==> src/rtl/busrq_responder.sv <==
// busrq_responder: hands the shared bus to an external master on request.
// The block drains any local access, leaves a turnaround gap, and then
// acknowledges. On release it leaves another gap before the local drivers
// are enabled again.
//
// Ports:
//   clk_fpga   - sole clock, rising edge
//   rst_n      - asynchronous active-low reset
//   busrq_n    - external bus request, active low, asynchronous to clk_fpga
//   acc_start  - local master wants to start an access this cycle
//   acc_busy   - a local access is in flight
//   acc_gnt    - local access may start this cycle (combinational)
//   busak_n    - bus acknowledge to the external master, active low
//   bus_oe     - enable for the local address/data/control drivers
//   grant_cnt  - saturating count of grants issued
module busrq_responder #(
    parameter int unsigned TURN_CYCLES = 2
) (
    input  logic       clk_fpga,
    input  logic       rst_n,
    input  logic       busrq_n,
    input  logic       acc_start,
    input  logic       acc_busy,
    output logic       acc_gnt,
    output logic       busak_n,
    output logic       bus_oe,
    output logic [7:0] grant_cnt
);

    localparam int unsigned CNT_W  = 4;
    localparam int unsigned GCNT_W = 8;
    localparam logic [CNT_W-1:0] TURN_LOAD = CNT_W'(TURN_CYCLES - 1);

    typedef enum logic [2:0] {
        ST_OWN,
        ST_DRAIN,
        ST_TURN_OFF,
        ST_GRANTED,
        ST_TURN_ON
    } state_e;

    state_e              state_q, state_d;
    logic [CNT_W-1:0]    cnt_q, cnt_d;
    logic [GCNT_W-1:0]   grant_cnt_q, grant_cnt_d;
    logic                sync1_q, sync1_d;
    logic                sync2_q, sync2_d;
    logic                bus_oe_q, bus_oe_d;
    logic                busak_n_q, busak_n_d;
    logic                rq_s;

    // Two-flop synchronizer for the asynchronous request; idles high.
    assign sync1_d = busrq_n;
    assign sync2_d = sync1_q;
    assign rq_s    = ~sync2_q;

    // A request seen this cycle blocks a new local start in the same cycle.
    assign acc_gnt = acc_start & (state_q == ST_OWN) & ~rq_s;

    // State, counters and registered outputs.
    always_ff @(posedge clk_fpga or negedge rst_n) begin
        if (!rst_n) begin
            state_q     <= ST_OWN;
            cnt_q       <= '0;
            grant_cnt_q <= '0;
            sync1_q     <= 1'b1;
            sync2_q     <= 1'b1;
            bus_oe_q    <= 1'b1;
            busak_n_q   <= 1'b1;
        end else begin
            state_q     <= state_d;
            cnt_q       <= cnt_d;
            grant_cnt_q <= grant_cnt_d;
            sync1_q     <= sync1_d;
            sync2_q     <= sync2_d;
            bus_oe_q    <= bus_oe_d;
            busak_n_q   <= busak_n_d;
        end
    end

    // Next-state logic; outputs are decoded from the next state so they
    // change on the same edge as the state and never overlap.
    always_comb begin
        state_d     = state_q;
        cnt_d       = cnt_q;
        grant_cnt_d = grant_cnt_q;

        unique case (state_q)
            ST_OWN: begin
                if (rq_s) begin
                    state_d = ST_DRAIN;
                end
            end
            ST_DRAIN: begin
                if (!rq_s) begin
                    state_d = ST_OWN;
                end else if (!acc_busy) begin
                    state_d = ST_TURN_OFF;
                    cnt_d   = TURN_LOAD;
                end
            end
            ST_TURN_OFF: begin
                // Fixed-length gap; the request is not re-examined here.
                if (cnt_q == '0) begin
                    state_d = ST_GRANTED;
                    if (grant_cnt_q != '1) begin
                        grant_cnt_d = grant_cnt_q + GCNT_W'(1);
                    end
                end else begin
                    cnt_d = cnt_q - CNT_W'(1);
                end
            end
            ST_GRANTED: begin
                if (!rq_s) begin
                    state_d = ST_TURN_ON;
                    cnt_d   = TURN_LOAD;
                end
            end
            ST_TURN_ON: begin
                // A renewed request cannot shorten the gap.
                if (cnt_q == '0) begin
                    state_d = ST_OWN;
                end else begin
                    cnt_d = cnt_q - CNT_W'(1);
                end
            end
            default: begin
                state_d = ST_OWN;
            end
        endcase

        bus_oe_d  = (state_d == ST_OWN) || (state_d == ST_DRAIN);
        busak_n_d = (state_d != ST_GRANTED);
    end

    assign bus_oe    = bus_oe_q;
    assign busak_n   = busak_n_q;
    assign grant_cnt = grant_cnt_q;

endmodule
==> config.mk <==
export PLATFORM = sky130hd
export DESIGN_NAME = busrq_responder
export DESIGN_NICKNAME = d
export VERILOG_FILES = /design/src/rtl/busrq_responder.sv
export SDC_FILE = /design/constraint.sdc
export NUM_CORES = 1
export LEC_CHECK = 0
export ABC_AREA = 0
export ABC_CLOCK_PERIOD_IN_PS = 4400
export BUFFER_PORTS_ARGS = -buffer_cell sky130_fd_sc_hd__buf_4
export CAP_MARGIN = 20
export CORE_MARGIN = 2
export CORE_UTILIZATION = 46
export DETAILED_ROUTE_END_ITERATION = 12
export HOLD_SLACK_MARGIN = 0.15
export PLACE_DENSITY = 0.73
export SYNTH_ARGS = -nofsm -noshare
export SYNTH_HDL_FRONTEND = slang
export SYNTH_SLANG_ARGS = --single-unit
==> constraint.sdc <==
create_clock -name clk_fpga -period 4.4 [get_ports clk_fpga]
set_input_delay 0.66 -clock clk_fpga [delete_from_list [all_inputs] [get_ports clk_fpga]]
set_output_delay 0.66 -clock clk_fpga [all_outputs]
set_load 0.1 [all_outputs]
==> results of run 1 <==
-- critical path: cells and delay by family, from the launching register on --
family	cells	cell delay, ns
simple gates	2	0.26
flops	1	0.58
buf+inv	1	0.35
-- cells in the mapped netlist --
master and number:
sky130_fd_sc_hd__a21oi_1 2, sky130_fd_sc_hd__a22oi_1 1, sky130_fd_sc_hd__a32oi_2 1, sky130_fd_sc_hd__and3_1 2, sky130_fd_sc_hd__and3_2 1, sky130_fd_sc_hd__buf_2 1, sky130_fd_sc_hd__dfrtp_1 15, sky130_fd_sc_hd__dfstp_2 4
sky130_fd_sc_hd__ha_1 2, sky130_fd_sc_hd__inv_1 3, sky130_fd_sc_hd__mux2_2 1, sky130_fd_sc_hd__mux2i_1 1, sky130_fd_sc_hd__nand2_1 6, sky130_fd_sc_hd__nand2b_1 5, sky130_fd_sc_hd__nand3_1 1, sky130_fd_sc_hd__nand4_1 5
sky130_fd_sc_hd__nor2_1 6, sky130_fd_sc_hd__nor2b_1 1, sky130_fd_sc_hd__nor3b_1 2, sky130_fd_sc_hd__nor4_1 2, sky130_fd_sc_hd__o211a_1 1, sky130_fd_sc_hd__o211ai_1 2, sky130_fd_sc_hd__o21a_1 1, sky130_fd_sc_hd__o21ai_0 4
sky130_fd_sc_hd__o21ai_2 1, sky130_fd_sc_hd__o311ai_0 1, sky130_fd_sc_hd__or3_1 2, sky130_fd_sc_hd__or4b_1 1, sky130_fd_sc_hd__xnor2_1 6, sky130_fd_sc_hd__xor2_1 1
-- flip-flops by register name, summed over array words and instances, names as in the netlist --
| signal | flops |
|---|---|
| state_q | 3 |
| busak_n | 1 |
| cnt_q | 4 |
| sync2_q | 1 |
| bus_oe | 1 |
| grant_cnt | 8 |
| sync1_q | 1 |
-- layer usage --
layer | vias to the layer above | wire, um | part of all wire (%)
met2 | 12 | 749 | 48
li1 | 332 | - | -
met4 | 0 | 13 | 0.83
met3 | 2 | 57 | 3.6
met1 | 322 | 750 | 48
met5 | - | 0 | 0
-- placed cells by master, fill, tap and decap left out --
cell type / Yosys / routed
sky130_fd_sc_hd__o21a_1: 1 / 1
sky130_fd_sc_hd__mux2_2: 1 / 1
sky130_fd_sc_hd__clkinv_2: 0 / 1
sky130_fd_sc_hd__o311ai_0: 1 / 1
sky130_fd_sc_hd__ha_1: 2 / 2
sky130_fd_sc_hd__and3_2: 1 / 1
sky130_fd_sc_hd__nand4_1: 5 / 5
sky130_fd_sc_hd__o21ai_0: 4 / 4
sky130_fd_sc_hd__a32oi_2: 1 / 1
sky130_fd_sc_hd__dfstp_2: 4 / 4
sky130_fd_sc_hd__dfrtp_1: 15 / 15
sky130_fd_sc_hd__a22oi_1: 1 / 1
sky130_fd_sc_hd__and3_1: 2 / 2
sky130_fd_sc_hd__or3_1: 2 / 2
sky130_fd_sc_hd__clkbuf_4: 0 / 3
sky130_fd_sc_hd__a21oi_1: 2 / 2
sky130_fd_sc_hd__nand2_1: 6 / 6
sky130_fd_sc_hd__nor2_1: 6 / 6
sky130_fd_sc_hd__nor3b_1: 2 / 2
sky130_fd_sc_hd__or4b_1: 1 / 1
sky130_fd_sc_hd__mux2i_1: 1 / 1
sky130_fd_sc_hd__nor4_1: 2 / 2
sky130_fd_sc_hd__o211ai_1: 2 / 2
sky130_fd_sc_hd__o21ai_2: 1 / 1
sky130_fd_sc_hd__inv_1: 3 / 3
sky130_fd_sc_hd__buf_4: 0 / 15
sky130_fd_sc_hd__xor2_1: 1 / 1
sky130_fd_sc_hd__xnor2_1: 6 / 6
sky130_fd_sc_hd__nand2b_1: 5 / 5
sky130_fd_sc_hd__nand3_1: 1 / 1
sky130_fd_sc_hd__o211a_1: 1 / 1
sky130_fd_sc_hd__nor2b_1: 1 / 1
-- worst max-delay path by stage --
stage	slack (ns)	from	endpoint
after global placement	2.45	cnt_q[0]	grant_cnt[1]
after global routing	2.07	sync2_q	acc_gnt
after CTS	2.25	sync2_q	acc_gnt
after floorplan	0.22	acc_start	acc_gnt
final	2.26	sync2_q	acc_gnt
after detailed placement	2.42	acc_start	acc_gnt
-- report_power, final --
| group | total (mW) | internal, mW | switching (mW) |
|---|---|---|---|
| registers | 0.294 | 0.232 | 0.0619 |
| logic | 0.437 | 0.124 | 0.313 |
| clock network | 0.0862 | 0.0338 | 0.0524 |
-- area by class of cell --
cell class,count,area (um2)
well taps,25,31.3
multi-input cells,59,400
inverters,3,11.3
repair buffers,15,113
flip-flops and latches,19,480
clock inverters,1,5.00
fillers,157,719
clock buffers,3,22.5
-- stage by stage --
step / total power [mW] / std cells
6_report: 0.817 / 125
5_1_grt: 0.875 / 125
4_1_cts: 0.825 / 125
3_5_place_dp: 0.737 / 121
3_3_place_gp: 0.727 / 121
2_1_floorplan: 0.646 / 82
-- kinds of logic (layout without fill, tap and decap cells) --
logic type      count (synthesis)  count (layout)  share of synthesized area [%]
flops                          19              19                           53.6
compound gates                 14              14                           11.6
simple gates                   34              34                           21.1
buf+inv                         4              22                           1.81
mux                             2               2                           2.37
xor+xnor                        7               7                           6.83
fa+ha+maj                       2               2                           2.79
==> flow_summary.rst, run 1 <==
.. list-table::
   :header-rows: 1

   * - Metric
     - Value
   * - Largest vdd supply drop
     - 552 uV
   * - Post-Syn Instances
     - 82
   * - Die Span Y
     - just under 50 um
   * - Antenna diode count
     - 0
   * - Total cell area at the placement stage
     - roughly 1000 um2
   * - Number of CTS-inserted buffers
     - 3
   * - DRC errors left
     - 0
   * - Global-route wire length before repair
     - around 2.7 mm
   * - Setup Slack @ Placement
     - 2.42 ns
   * - Antenna violations before repair
     - 0
   * - WP data required
     - approximately 3.7 ns
   * - First-iteration detailed-routing DRC count
     - 7
   * - Total die area
     - between 2000 and 2500 um2
   * - Number of endpoints with negative hold slack in the final report
     - 0
   * - Max Cap Viol
     - 0
   * - Final routed wire length divided by cell count
     - 12.6 um
   * - Number of vias in the routed layout
     - 668
   * - Routability congestion estimate
     - ~0.83
   * - Synth unique cells
     - 30
   * - GRT met3 Usage
     - about 4.4%
   * - Count of cells resized by post-cts repair
     - 0
   * - Clock root buffer
     - sky130_fd_sc_hd__clkbuf_4
   * - Result of the run
     - finished clean
   * - Number of buffers between clock root and the deepest sink
     - 2
   * - Final standard cell utilization of the core
     - 59.6%
   * - Chain of cells forming the critical path
     - nand2_1 -> nor4_1 -> buf_4
   * - Detailed-route wire length
     - 1.57 mm
   * - RSZ-0062 raised after global routing
     - false
   * - Net Count, Synth
     - 89
   * - Starting density of the core
     - about half
   * - Power density cells
     - 768 nW/um2
   * - Minimum clock period after layout
     - 2.14 ns
   * - Post-route cell area
     - 1060 um2
   * - Final WS setup
     - ~2.3 ns
   * - Depth of the worst register-to-register path
     - 5
   * - H-tree levels
     - 1
   * - Class of the most critical setup path
     - flip-flop to output pin
   * - Area growth syn-to-layout
     - 18.5%
   * - Seq/Total Area, Yosys
     - 53.6%
   * - Final count of negative-setup-slack endpoints
     - 0
   * - Quantity of I/O buffers inserted on ports
     - 15
   * - Summed instance area of the synthesized netlist
     - roughly 900 um2
   * - Global route hottest layer
     - met2
   * - Total half-perimeter wirelength after legalization and detailed placement
     - 1.17 mm
   * - Least-Margin Pin Slew
     - 0.428 ns
   * - Normalized max-slew margin
     - 71.4%
   * - WHS
     - 0.213 ns
   * - Ranking of synthesized cells by area
     - sky130_fd_sc_hd__dfrtp_1, sky130_fd_sc_hd__dfstp_2, sky130_fd_sc_hd__xnor2_1
   * - Num Clock Sinks
     - 19
   * - Reg-to-reg slack, setup
     - 2.45 ns
   * - Number of warnings reported in the yosys synthesis log
     - 0
   * - Leakage power of the design
     - 0.477 nW
   * - Hold buffers post-CTS
     - 0
   * - Drt pass-1 iters
     - 4
   * - GRT overflow
     - 0
   * - Critical Path Slowest Stage Cell
     - sky130_fd_sc_hd__dfstp_2
   * - Top-area cell type share of the netlist area
     - 41.8%
   * - Post-CTS setup buffer count
     - 0
   * - Max-slew violation count
     - 0
   * - Source-to-sink clock delay at the later pin of the worst-skew pair
     - 0.29 ns
   * - Maximum number of pins on one net before global-route repair
     - 20
   * - Startpoint Class
     - flip-flop
   * - GRT Overall Usage
     - 17.3%
   * - Post-route setup TNS
     - 0 ns
   * - Achievable Freq
     - between 0.4 and 0.5 GHz
   * - Fraction of final layout cells sized beyond drive strength 1
     - 27.0%
   * - Number of rows created at floorplan
     - 15
   * - Met2 layer usage reported by global route
     - 26.8%
   * - Reg2reg start
     - cnt_q[0]
   * - Routed via count divided by cell count
     - 5.34
   * - DIE WIDTH
     - 48.2 um
   * - Layout net count
     - 108
   * - Clock Skew
     - 0.00797 ns
   * - R2R Path End
     - grant_cnt[1]
   * - Final period utilization
     - 48.7%
   * - Clock tree from TritonCTS
     - yes
   * - Worst Setup End Kind
     - output pin
   * - Area of the core
     - 1780 um2
   * - Count of pins on the block boundary
     - 16
   * - CP max FO
     - 5
   * - WP data arrival
     - 1.48 ns
   * - DRT antenna net count
     - 0
   * - Slowest Stage Delay on Critical Path
     - 0.58 ns
   * - Leading area contributor after synthesis
     - sky130_fd_sc_hd__dfrtp_1
   * - Flop and latch count out of synthesis
     - 19
   * - Vias in the first global route
     - 618
   * - Worst Hold Class
     - input pin to async pin
   * - Global routing met1 resource utilization
     - ~22%
   * - Register clock-pin slew on the reported worst setup and hold paths
     - 0.11 ns
   * - Syn avg cell area
     - between 10 and 15 um2
Note: power is estimated with default switching activity, not from simulation.
==> run 2, diff against run 1 <==
--- a/config.mk
+++ b/config.mk
@@ -6,7 +6,7 @@
 export NUM_CORES = 1
 export LEC_CHECK = 0
 export ABC_AREA = 0
-export ABC_CLOCK_PERIOD_IN_PS = 4400
+export ABC_CLOCK_PERIOD_IN_PS = 2000
 export BUFFER_PORTS_ARGS = -buffer_cell sky130_fd_sc_hd__buf_4
 export CAP_MARGIN = 20
 export CORE_MARGIN = 2
==> constraint.sdc (replaced) <==
create_clock -name clk_fpga -period 2 [get_ports clk_fpga]
set_input_delay 0.3 -clock clk_fpga [delete_from_list [all_inputs] [get_ports clk_fpga]]
set_output_delay 0.3 -clock clk_fpga [all_outputs]
set_load 0.1 [all_outputs]
==> run 2 against run 1 <==
Count of clock-buffer cells in the layout unchanged. Hold slack better by 0.12 ns. Non-clock buffer count up 3. Die area unchanged. Critical path type is now flip-flop to flip-flop. Final area up 4.2%.
==> flow_summary.rst, run 2 (same netlist as run 1, synthesis figures left out) <==
.. list-table::
   :header-rows: 1

   * - Metric
     - Value
   * - Count of pins on the block boundary
     - 16 (unchanged)
   * - WP data arrival
     - 1.99 ns (+0.51 ns)
   * - First-iteration detailed-routing DRC count
     - 13 (+6)
   * - Clock root buffer
     - sky130_fd_sc_hd__clkbuf_4
   * - GRT Overall Usage
     - 15.3% (-2.0 points)
   * - Clock network fraction of total power
     - 10.3% (-0.2 points)
   * - Number of rows created at floorplan
     - 15 (unchanged)
   * - Source-to-sink clock delay at the later pin of the worst-skew pair
     - 0.29 ns (about the same)
   * - Filler cells
     - 156 (-0.64%)
   * - Final count of negative-setup-slack endpoints
     - 0 (unchanged)
   * - Final period utilization
     - between 90% and 100%
   * - Total power after layout
     - 1.84 mW (+130%)
   * - Highest-count cells in the layout ignoring fill and taps
     - sky130_fd_sc_hd__buf_4, sky130_fd_sc_hd__dfrtp_1, sky130_fd_sc_hd__nand2_1, sky130_fd_sc_hd__nor2_1, sky130_fd_sc_hd__xnor2_1
   * - Routability congestion estimate
     - 0.770 (-7.3%)
   * - Max-slew violation count
     - 0 (unchanged)
   * - CP max FO
     - 4 (-1)
   * - Clock tree from TritonCTS
     - yes
   * - DRC errors left
     - 0 (unchanged)
   * - Clock Skew
     - 0.00244 ns (-0.00553 ns)
   * - Final WS setup
     - 0.168 ns (-2.09 ns)
   * - Normalized max-slew margin
     - 75.4% (+4.0 points)
   * - Antenna violations before repair
     - 0 (unchanged)
   * - Fraction of power spent switching nets
     - 52.0% (-0.29 points)
   * - DRT antenna net count
     - 0 (unchanged)
   * - Maximum number of pins on one net before global-route repair
     - 20 (unchanged)
   * - GRT overflow
     - 0 (unchanged)
   * - Max Cap Viol
     - 0 (unchanged)
   * - Most common cell after layout, fill and taps aside
     - sky130_fd_sc_hd__buf_4
   * - Result of the run
     - finished clean
   * - Hold path startpoint
     - acc_busy
   * - Area of the core
     - 1780 um2 (unchanged)
   * - Class of the most critical setup path
     - flip-flop to flip-flop
   * - Beginning of the critical path
     - cnt_q[0]
   * - Area growth syn-to-layout
     - 23.6%
   * - Slowest Stage Delay on Critical Path
     - 0.46 ns (-0.12 ns)
   * - Post-route cell area
     - 1110 um2 (+4.2%)
   * - Startpoint Class
     - flip-flop
   * - RSZ-0062 raised after global routing
     - false
   * - Routed via count divided by cell count
     - 5.29 (-1.0%)
   * - Largest vdd supply drop
     - 1230 uV (+120%)
   * - Chain of cells forming the critical path
     - inv_1 -> ha_1 -> or4b_1 -> a32oi_2 -> o21a_1 -> o211ai_1
   * - Number of buffers between clock root and the deepest sink
     - 2 (unchanged)
   * - Achievable Freq
     - 0.546 GHz
   * - Leakage power of the design
     - 0.490 nW (+2.7%)
   * - H-tree levels
     - 1 (unchanged)
   * - Total half-perimeter wirelength after legalization and detailed placement
     - 1.18 mm (+0.92%)
   * - Worst Setup End Kind
     - flip-flop
   * - Portion of total power attributed to sequential cells
     - 36.0% (about the same)
   * - Vias in the first global route
     - 581 (-6.0%)
   * - Number of vias in the routed layout
     - 677 (+1.3%)
   * - Total cell area at the placement stage
     - 1060 um2 (+2.4%)
   * - Setup Slack @ Placement
     - 0.186 ns (-2.24 ns)
   * - Register clock-pin slew on the reported worst setup and hold paths
     - 0.11 ns (about the same)
   * - Total die area
     - 2320 um2 (unchanged)
   * - Num Clock Sinks
     - 19 (unchanged)
   * - Critical Path Slowest Stage Cell
     - sky130_fd_sc_hd__or4b_1
   * - Comb power frac
     - 53.7% (+0.2 points)
   * - Detailed-route wire length
     - 1.61 mm (+2.4%)
   * - Number of flip-flops under the largest register name
     - 8 (unchanged)
   * - Least-Margin Pin Slew
     - 0.369 ns (-0.0587 ns)
   * - Count of cells resized by post-cts repair
     - 0 (unchanged)
   * - Minimum clock period after layout
     - 1.83 ns
   * - Worst Hold Class
     - input pin to flip-flop
   * - Switching Power
     - 957 uW (+120%)
   * - Quantity of I/O buffers inserted on ports
     - 15 (unchanged)
   * - Post-route setup TNS
     - 0 ns (unchanged)
   * - Fraction of final layout cells sized beyond drive strength 1
     - 30.1% (+3.1 points)
   * - Number of endpoints with negative hold slack in the final report
     - 0 (unchanged)
   * - Drt pass-1 iters
     - 4 (unchanged)
   * - Reg2reg start
     - cnt_q[0]
   * - WP data required
     - 2.16 ns (-1.58 ns)
   * - Starting density of the core
     - 50.3% (unchanged)
   * - Antenna diode count
     - 0 (unchanged)
   * - Number of CTS-inserted buffers
     - 3 (unchanged)
   * - DIE WIDTH
     - 48.2 um (unchanged)
   * - Internal power component
     - 882 uW (+130%)
   * - Layout net count
     - 111 (+2.8%)
   * - Power density cells
     - 1660 nW/um2 (+120%)
   * - Global-route wire length before repair
     - 2.41 mm (-11%)
   * - Die Span Y
     - 48.2 um (unchanged)
   * - Final routed wire length divided by cell count
     - 12.6 um (about the same)
[run 2: cell types whose count changed in the layout (fill, tap and decap cells not counted)]
cell / previous run / this run
sky130_fd_sc_hd__nor4_1: 2 / 1
sky130_fd_sc_hd__dfrtp_2: 0 / 2
sky130_fd_sc_hd__nor4_4: 0 / 1
sky130_fd_sc_hd__dlygate4sd3_1: 0 / 2
sky130_fd_sc_hd__buf_4: 15 / 16
sky130_fd_sc_hd__dfrtp_1: 15 / 13
[run 2: power groups by stage]
stage | Sequential (mW) | Clock, mW | Combinational [mW]
after global routing | 0.686 | 0.213 | 1.05
after floorplan | 1.06 | 0 | 0.386
final | 0.662 | 0.189 | 0.987
after global placement | 0.665 | 0 | 0.977
after CTS | 0.664 | 0.201 | 0.996
after detailed placement | 0.672 | 0 | 0.991
[run 2: repair_timing]
item,CTS,global route
setup buffers,0,0
hold buffers,2,0
endpoints found under the hold margin,20,0
[run 2: worst paths after layout]
path	end	slack, ns	cells past startpoint
min in group asynchronous	state_q[2]	0.41	2
min reg2reg	sync2_q	0.36	0
min	state_q[1]	0.33	4
max in group asynchronous	sync1_q	1.33	2
max	cnt_q[3]	0.17	6
max reg2reg	cnt_q[3]	0.17	6
[run 2: worst max-delay path: cells and delay by family (launching register included)]
kind | cells | cell delay [ns]
and+or+nand+nor | 1 | 0.46
AOI/OAI and AO/OA | 3 | 0.55
buffers and inverters | 1 | 0.10
adders and majority gates | 1 | 0.20
DFF | 1 | 0.40
[run 2: per-layer routing]
metal,track usage (%),share of wire (%)
met1,17.9,47
met2,26.6,48
met3,3.33,3.7
met5,0,0
met4,6.49,0.75
[run 2: area by class of cell]
cell class | instances | area [um2] | share of cell area [%]
clock buffer | 3 | 22.5 | 2.03
clock inverter | 1 | 5.00 | 0.451
inverter | 3 | 11.3 | 1.02
multi-input combinational | 59 | 415 | 37.5
sequential | 19 | 483 | 43.6
tap | 25 | 31.3 | 2.82
timing repair buffer | 18 | 140 | 12.6
[run 2: through the flow]
step	hold WS, ns	util, %	instances
final	0.334	62.2	128
after global routing	0.369	62.2	128
after CTS	0.322	62.2	128
after detailed placement	0.186	59.5	122
after global placement	0.185	59.5	122
after floorplan	0.00441	-	82
==> run 3, diff against run 2 <==
--- a/config.mk
+++ b/config.mk
@@ -13,7 +13,7 @@
 export CORE_UTILIZATION = 46
 export DETAILED_ROUTE_END_ITERATION = 12
 export HOLD_SLACK_MARGIN = 0.15
-export PLACE_DENSITY = 0.73
+export PLACE_DENSITY_LB_ADDON = 0.2
 export SYNTH_ARGS = -nofsm -noshare
 export SYNTH_HDL_FRONTEND = slang
 export SYNTH_SLANG_ARGS = --single-unit
==> run 3 against run 2 <==
Largest cell class unchanged. Power rose by 0.25%. Cell count stayed put. Global-route usage rose by 2.2 points. Flip-flop and latch count stayed put.
==> flow_summary.rst, run 3 (same netlist as run 1, synthesis figures left out) <==
.. list-table::
   :header-rows: 1

   * - Metric
     - Value
   * - H-tree levels
     - 1 (unchanged)
   * - Portion of total power attributed to sequential cells
     - 36.1% (about the same)
   * - Filler cells
     - 156 (unchanged)
   * - Antenna violations before repair
     - 0 (unchanged)
   * - Global-route wire length before repair
     - 2.68 mm (+11%)
   * - Detailed-route wire length
     - 1.63 mm (+1.3%)
   * - Critical Path Slowest Stage Cell
     - sky130_fd_sc_hd__or4b_1
   * - Max Cap Viol
     - 0 (unchanged)
   * - Fraction of final layout cells sized beyond drive strength 1
     - 29.1% (-0.97 points)
   * - Final routed wire length divided by cell count
     - 12.7 um (+1.3%)
   * - Final period utilization
     - 93.4% (+1.8 points)
   * - RSZ-0062 raised after global routing
     - false
   * - WP data arrival
     - 2.04 ns (+0.05 ns)
   * - Least-Margin Pin Slew
     - 0.364 ns (-0.00479 ns)
   * - Post-route setup TNS
     - 0 ns (unchanged)
   * - Register clock-pin slew on the reported worst setup and hold paths
     - 0.10 ns (about the same)
   * - Register Area
     - 483 um2 (unchanged)
   * - Total die area
     - 2320 um2 (unchanged)
   * - Final count of negative-setup-slack endpoints
     - 0 (unchanged)
   * - Max-slew violation count
     - 0 (unchanged)
   * - Starting density of the core
     - 50.3% (unchanged)
   * - Routability congestion estimate
     - 0.820 (+6.5%)
   * - Achievable Freq
     - 0.535 GHz (-1.9%)
   * - Number of flip-flops under the largest register name
     - 8 (unchanged)
   * - Leakage power of the design
     - 0.488 nW (-0.56%)
   * - Final WS setup
     - 0.132 ns (-0.0360 ns)
   * - Minimum clock period after layout
     - 1.87 ns (+0.0360 ns)
   * - Power density cells
     - 1670 nW/um2 (+0.36%)
   * - Largest vdd supply drop
     - 1090 uV (-11%)
   * - Startpoint Class
     - flip-flop
   * - Result of the run
     - finished clean
   * - CP max FO
     - 4 (unchanged)
   * - Routed via count divided by cell count
     - 5.38 (+1.8%)
   * - Antenna diode count
     - 0 (unchanged)
   * - Clock tree from TritonCTS
     - yes
   * - Count of pins on the block boundary
     - 16 (unchanged)
   * - Maximum number of pins on one net before global-route repair
     - 20 (unchanged)
   * - Setup Slack @ Placement
     - 0.154 ns (-0.0320 ns)
   * - Number of CTS-inserted buffers
     - 3 (unchanged)
   * - Comb power frac
     - 53.8% (about the same)
   * - Most common cell after layout, fill and taps aside
     - sky130_fd_sc_hd__buf_4
   * - Clock network fraction of total power
     - 10.1% (-0.2 points)
   * - GRT overflow
     - 0 (unchanged)
   * - Number of vias in the routed layout
     - 689 (+1.8%)
   * - Number of buffers between clock root and the deepest sink
     - 2 (unchanged)
   * - WP data required
     - 2.17 ns (about the same)
   * - Number of rows created at floorplan
     - 15 (unchanged)
   * - DRT antenna net count
     - 0 (unchanged)
   * - Slowest Stage Delay on Critical Path
     - 0.46 ns (about the same)
   * - DRC errors left
     - 0 (unchanged)
   * - Quantity of I/O buffers inserted on ports
     - 15 (unchanged)
   * - DIE WIDTH
     - 48.2 um (unchanged)
   * - Internal power component
     - 886 uW (+0.48%)
   * - Fraction of power spent switching nets
     - 51.9% (-0.11 points)
   * - Worst Setup End Kind
     - flip-flop
   * - Worst Hold Class
     - input pin to flip-flop
   * - Die Span Y
     - 48.2 um (unchanged)
   * - Total half-perimeter wirelength after legalization and detailed placement
     - 1.18 mm (-0.28%)
   * - Number of endpoints with negative hold slack in the final report
     - 0 (unchanged)
   * - Layout net count
     - 111 (unchanged)
   * - Final standard cell utilization of the core
     - 62.1% (-0.070 points)
   * - Highest-count cells in the layout ignoring fill and taps
     - sky130_fd_sc_hd__buf_4, sky130_fd_sc_hd__dfrtp_1, sky130_fd_sc_hd__nand2_1, sky130_fd_sc_hd__nor2_1, sky130_fd_sc_hd__xnor2_1
   * - Clock Skew
     - 0.00726 ns (+0.00483 ns)
   * - Class of the most critical setup path
     - flip-flop to flip-flop
   * - Drt pass-1 iters
     - 4 (unchanged)
   * - First-iteration detailed-routing DRC count
     - 4 (-9)
   * - Area growth syn-to-layout
     - 23.4%
   * - Num Clock Sinks
     - 19 (unchanged)
   * - Area taken by multi-input logic gates
     - 415 um2 (unchanged)
   * - Count of cells resized by post-cts repair
     - 0 (unchanged)
   * - Source-to-sink clock delay at the later pin of the worst-skew pair
     - 0.29 ns (about the same)
   * - Normalized max-slew margin
     - 75.7% (+0.32 points)
   * - Area of the core
     - 1780 um2 (unchanged)
   * - Vias in the first global route
     - 636 (+9.5%)
   * - Switching Power
     - 958 uW (about the same)
   * - GRT Overall Usage
     - 17.5% (+2.2 points)
   * - Post-CTS setup buffer count
     - 0 (unchanged)
   * - Clock root buffer
     - sky130_fd_sc_hd__clkbuf_4
   * - Chain of cells forming the critical path
     - inv_1 -> ha_1 -> or4b_1 -> a32oi_2 -> o21a_1 -> o211ai_1
[run 3: cell types whose count changed in the layout (fill, tap and decap cells not counted), sizes merged]
| cell | previous run | this run |
|---|---|---|
| clkinv | 1 | 0 |
| clkbuf | 3 | 4 |
[run 3: worst paths after layout]
| path | cells past startpoint | to | slack [ns] | startpoint |
|---|---|---|---|---|
| max | 6 | cnt_q[3] | 0.13 | cnt_q[0] |
| min | 4 | state_q[1] | 0.35 | acc_busy |
| max reg2reg | 6 | cnt_q[3] | 0.13 | cnt_q[0] |
| min reg2reg | 0 | sync2_q | 0.36 | sync1_q |
| max in group asynchronous | 2 | sync2_q | 1.32 | rst_n |
| min in group asynchronous | 2 | cnt_q[3] | 0.41 | rst_n |
[run 3: cell type report]
| class | instances | area share [%] |
|---|---|---|
| inverter | 3 | 1.02 |
| clock buffer | 4 | 2.37 |
| sequential | 19 | 43.6 |
| multi-input combinational | 59 | 37.5 |
| tap | 25 | 2.82 |
| timing repair buffer | 18 | 12.7 |
[run 3: what timing repair did]
item	CTS	global route
setup endpoints to repair	0	0
hold buffers	2	0
endpoints found under the hold margin	20	0
[run 3: stage by stage]
stage               power [mW]  area [um2]  hold slack [ns]  instances
floorplan                 1.44         915          0.00441         82
global placement          1.64        1060            0.187        122
detailed placement        1.66        1060            0.185        122
CTS                       1.86        1110            0.339        128
global route              1.96        1110            0.360        128
finish                    1.84        1110            0.354        128
[run 3: worst max-delay path: cells and delay by family, from the launching register on]
family / cells / cell delay (ns)
AND/OR/NAND/NOR: 1 / 0.46
flip-flops: 1 / 0.41
buffers and inverters: 1 / 0.10
adder cells (fa/ha/maj): 1 / 0.21
AO/OA/AOI/OAI: 3 / 0.55
[run 3: per-layer routing]
metal,GRT usage (%),vias up,share of wire [%],wire [um]
li1,-,338,-,-
met1,21.7,333,46,745
met2,26.3,14,48,782
met3,5.19,4,4.0,65
met4,11.4,0,2.2,36
met5,0,-,0,0
[run 3: power by group through the flow]
stage	Sequential [mW]	Combinational (mW)	Clock (mW)
2_1_floorplan	1.06	0.386	0
3_3_place_gp	0.667	0.978	0
3_5_place_dp	0.672	0.992	0
4_1_cts	0.666	0.997	0.195
5_1_grt	0.687	1.06	0.210
6_report	0.665	0.993	0.186
